===== config.mk =====
export PLATFORM = sky130hd
export DESIGN_NAME = uart_rx
export DESIGN_NICKNAME = d
export VERILOG_FILES = /design/src/rtl/uart_rx.sv
export SDC_FILE = /design/constraint.sdc
export NUM_CORES = 1
export LEC_CHECK = 0
export CAP_MARGIN = 20
export CORE_ASPECT_RATIO = 1.5
export CORE_UTILIZATION = 45
export DETAILED_ROUTE_END_ITERATION = 6
export GPL_TIMING_DRIVEN = 1
export PLACE_DENSITY = 0.67
export SLEW_MARGIN = 25
export SYNTH_ARGS = -nofsm -noshare
export SYNTH_HDL_FRONTEND = slang
export SYNTH_SLANG_ARGS = --single-unit

===== constraint.sdc =====
create_clock -name clock -period 1.76 [get_ports clock]
set_clock_uncertainty 0.1 [all_clocks]
set_input_delay 0.352 -clock clock [delete_from_list [all_inputs] [get_ports clock]]
set_output_delay 0.352 -clock clock [all_outputs]
set_load 0.01 [all_outputs]

===== src/rtl/uart_rx.sv =====
// UART receiver: 2-flop synchronised line, mid-bit sampling timed from the start edge,
// LSB-first payload, one stop bit. Emits a one-cycle done or frame_err pulse per frame.
module uart_rx #(
  parameter int BIT_RATE     = 115200,
  parameter int CLK_FREQ     = 10_000_000,
  parameter int PAYLOAD_BITS = 8
) (
  input  logic                    clock,
  input  logic                    reset,
  input  logic                    io_i_serial_data,
  output logic [PAYLOAD_BITS-1:0] io_o_data,
  output logic                    io_o_rx_done,
  output logic                    io_o_rx_busy,
  output logic                    io_o_frame_err
);

  localparam int CLKS_PER_BIT = CLK_FREQ / BIT_RATE;
  localparam int HALF_BIT     = CLKS_PER_BIT / 2;
  localparam int CNT_W        = $clog2(CLKS_PER_BIT);
  localparam int BIT_W        = $clog2(PAYLOAD_BITS + 1);

  localparam logic [CNT_W-1:0] HALF_M1  = CNT_W'(HALF_BIT - 1);
  localparam logic [CNT_W-1:0] FULL_M1  = CNT_W'(CLKS_PER_BIT - 1);
  localparam logic [BIT_W-1:0] LAST_BIT = BIT_W'(PAYLOAD_BITS - 1);

  typedef enum logic [1:0] {IDLE, START, DATA, STOP} state_t;

  state_t                  state_q;
  logic                    rx_s1_q, rx_s2_q;
  logic [CNT_W-1:0]        cnt_q;
  logic [BIT_W-1:0]        bit_q;
  logic [PAYLOAD_BITS-1:0] shift_q, data_q;
  logic                    done_q, ferr_q, busy_q;
  // Set by a framing error: the line may be held low (break), so the
  // receiver must see it return high before it can detect a new start bit.
  logic                    brk_q;

  always_ff @(posedge clock) begin
    if (reset) begin
      state_q <= IDLE;
      rx_s1_q <= 1'b1;
      rx_s2_q <= 1'b1;
      cnt_q   <= '0;
      bit_q   <= '0;
      shift_q <= '0;
      data_q  <= '0;
      done_q  <= 1'b0;
      ferr_q  <= 1'b0;
      busy_q  <= 1'b0;
      brk_q   <= 1'b0;
    end else begin
      rx_s1_q <= io_i_serial_data;
      rx_s2_q <= rx_s1_q;
      done_q  <= 1'b0;
      ferr_q  <= 1'b0;
      cnt_q   <= cnt_q + CNT_W'(1);
      case (state_q)
        IDLE: begin
          cnt_q <= '0;
          if (brk_q) begin
            if (rx_s2_q) brk_q <= 1'b0;
          end else if (!rx_s2_q) begin
            state_q <= START;
            busy_q  <= 1'b1;
          end
        end
        START: begin
          if (cnt_q == HALF_M1) begin
            cnt_q <= '0;
            if (rx_s2_q) begin
              state_q <= IDLE;
              busy_q  <= 1'b0;
            end else begin
              state_q <= DATA;
              bit_q   <= '0;
            end
          end
        end
        DATA: begin
          if (cnt_q == FULL_M1) begin
            cnt_q   <= '0;
            shift_q <= {rx_s2_q, shift_q[PAYLOAD_BITS-1:1]};
            bit_q   <= bit_q + BIT_W'(1);
            if (bit_q == LAST_BIT) state_q <= STOP;
          end
        end
        STOP: begin
          if (cnt_q == FULL_M1) begin
            cnt_q   <= '0;
            state_q <= IDLE;
            busy_q  <= 1'b0;
            if (rx_s2_q) begin
              data_q <= shift_q;
              done_q <= 1'b1;
            end else begin
              ferr_q <= 1'b1;
              brk_q  <= 1'b1;
            end
          end
        end
        default: state_q <= IDLE;
      endcase
    end
  end

  assign io_o_data      = data_q;
  assign io_o_rx_done   = done_q;
  assign io_o_rx_busy   = busy_q;
  assign io_o_frame_err = ferr_q;

endmodule

==> metrics <==
fraction of layout instances using a drive strength above 1=13.6%; CP startpoint kind=register; Reg clk slew, reported paths=0.07 ns; fillcell total=262; Crit path arrival time=1.74 ns; die footprint=0.00345 sq mm; final std cells w/o fill=215; boundary pin count=14; number of CTS-inserted buffers=5; Clk Latency, worst-skew pair=0.28 ns; Max stage delay on crit path=0.34 ns; root buffer cell=clkbuf_8; DP HPWL=2010 um; fin nets=182; Top delay family on crit path=simple AND/OR/NAND/NOR gates; Die Span X=48.3 um; critical path capture point type=register; Power Density=872 mW/mm^2; Slew Limit Fails=0; # setup viols final=0; Fin. Hold Viols=0; synthesized cell area=0.00145 sq mm; number of max-cap violations=0; first-pass GRT wire length=4780 um; Longest Clk Path Bufs=2; syn_area_per_cell=9.52 sq um; synth unique cells=34; DR pass1 iterations=4; WS Path Type=register to register; routed via count=1106; Slew headroom=79.7%; Crit Reg-Reg Startpoint=cnt_q[1]; hold depth=1; GPL Wtd Cong=0.799; Synthesized Nets=159; critical path's slowest cell=dfxtp_1; clk sink count=35; Vias/cell=5.14; reg2reg end=io_o_data[0]; Crit path required time=1.83 ns; initial DRC count=23; Layout area overhead=25.0%; H-tree levels=2; Gate Count Post-Synth=152; DR DRC count=0; site row count=24; CTS tree=yes; worst-path fanout max=8; largest area contributor in the netlist=dfxtp_1; CP bufs+invs=2; placed cell count=207; Worst-Margin Slew=0.302 ns; Crit path depth=7; routed len/inst=12.5 um; post-synthesis sequential area ratio=48.4%; Routed WL=2690 um; Synth area leaders=dfxtp_1 48%, mux2i_1 11%, nor2_1 7.5%, ha_1 3.5%, nand3_1 2.8%; PortBufs=13; Starting Density=48.7%; Die Y=71.5 um; most frequent cells in the layout=35 x dfxtp_1, 29 x nor2_1, 16 x mux2i_1, 13 x clkdlybuf4s50_1; Critical Path, Cell by Cell=inv_1, ha_1, and4b_2, and4_4, buf_12, mux2i_1, nor2_1; largest net degree at the start of global routing=17; total gr overflow=0; fin crit period=1.67 ns; Diodes inserted=0; leakage=0.740 nW; Tot GR Track Use=18.0%; initial antenna violation count=0; setup TNS=0 ns; run status=complete, no violations; setup repair after global routing missed its margin=no; Reg2Reg Setup Slack=0.09 ns; commonest non-fill, non-tap cell in the layout=dfxtp_1; Final ANT Viol Nets=0; Min-Delay Path Class=register to register; fin crit share=94.7%; area share of the largest cell type after synthesis=48.4%; CTS hold repair buffers=0; Synthesis Warnings=0; Max VDD drop=0.640 mV; Yosys reg bits=35; R2R cell count=7; Worst Hold End=rx_s2_q; Hold Startpoint=rx_s1_q; fmax=600 MHz; vias in the first global route=1130; core area=0.00297 sq mm
## worst reg2reg max path, delay by kind of cell (launching register included)
family | cells | cell delay [ns]
buf+inv | 2 | 0.19
simple gates | 3 | 0.59
mux | 1 | 0.21
fa+ha+maj | 1 | 0.13
flops | 1 | 0.34
## how the worst max path moves through the flow
stage	from	end
floorplan	cnt_q[0]	io_o_data[0]
global placement	reset	cnt_q[6]
detailed placement	reset	bit_q[3]
CTS	cnt_q[1]	io_o_data[0]
global route	cnt_q[1]	io_o_data[0]
finish	cnt_q[1]	io_o_data[0]
## timing repair
item	4_1_cts	5_1_grt
resized for setup	0	2
endpoints found under the setup margin	0	8
buffers inserted	0	0
## metal layers
metal / up-vias / wire, um / global-route usage [%]
met4: 0 / 32 / 7.84
met3: 4 / 79 / 5.94
met5: - / 0 / 0
li1: 565 / - / -
met2: 15 / 1420 / 31.6
met1: 522 / 1160 / 19.7
## kinds of logic (layout without fill, tap and decap cells)
kind of cell | after synthesis | count (layout) | synth area share, %
muxes | 16 | 16 | 11.1
AOI/OAI and AO/OA | 17 | 17 | 7.09
buffers and inverters | 13 | 37 | 4.23
xor gates and xnor gates | 6 | 6 | 3.63
DFF | 35 | 35 | 48.4
adders and majority gates | 4 | 4 | 3.46
and+or+nand+nor | 61 | 61 | 22.1
## state kept, by name, summed over array words and instances (netlist names), named ones only
name,flops
io_o_rx_busy,1
cnt_q,7
io_o_frame_err,1
io_o_data,8
rx_s2_q,1
io_o_rx_done,1
bit_q,4
state_q,1
shift_q,8
rx_s1_q,1
brk_q,1
## synth_stat cells
cell       instances
a21oi_1            4
a22oi_1            1
a2bb2oi_1          1
a31oi_1            4
and2b_1            1
and3_1             2
and3b_1            2
and4_1             1
and4b_1            1
and4bb_2           1
buf_2              1
buf_4              3
clkbuf_1           3
dfxtp_1           35
ha_1               4
inv_1              6
mux2i_1           16
nand2_1            4
nand2b_1           1
nand3_1            8
nand3b_1           1
nand4_1            1
nand4_4            1
nor2_1            29
nor2b_1            2
nor3_1             3
o21a_1             1
o21ai_0            4
o22ai_1            1
o31ai_1            1
or2_2              2
or3_1              1
xnor2_1            3
xor2_1             3
## metrics by stage
stage                     utilization, %  hold slack [ns]  cell area, sq um  power, W  setup WS (ns)
final                               60.9            0.315              1810   0.00158         0.0927
after floorplan                        -            0.289              1450  0.000843          0.150
after global routing                60.9            0.339              1810   0.00164        0.00714
after CTS                           60.7            0.318              1810   0.00160         0.0270
after global placement              56.8            0.296              1690  0.000863         0.0865
after detailed placement            56.8            0.301              1690  0.000865         0.0237
## power by group
part           leakage (nW)  internal, W  switching, W
Clock                0.0612     0.000458      0.000273
Sequential            0.283     0.000797    0.00000459
Combinational         0.397    0.0000204     0.0000244
Total                 0.740      0.00128      0.000302
## area by class of cell
class                   count  area [sq um]  area share, %
inverters                   6          22.5           1.24
multi-input cells         104           689           38.1
flip-flops and latches     35           701           38.7
repair buffers             23           230           12.7
well taps                  39          48.8           2.70
clock inverters             2          35.0           1.94
clock buffers               6          82.6           4.56
No activity file was read; power rests on OpenSTA's default activity.
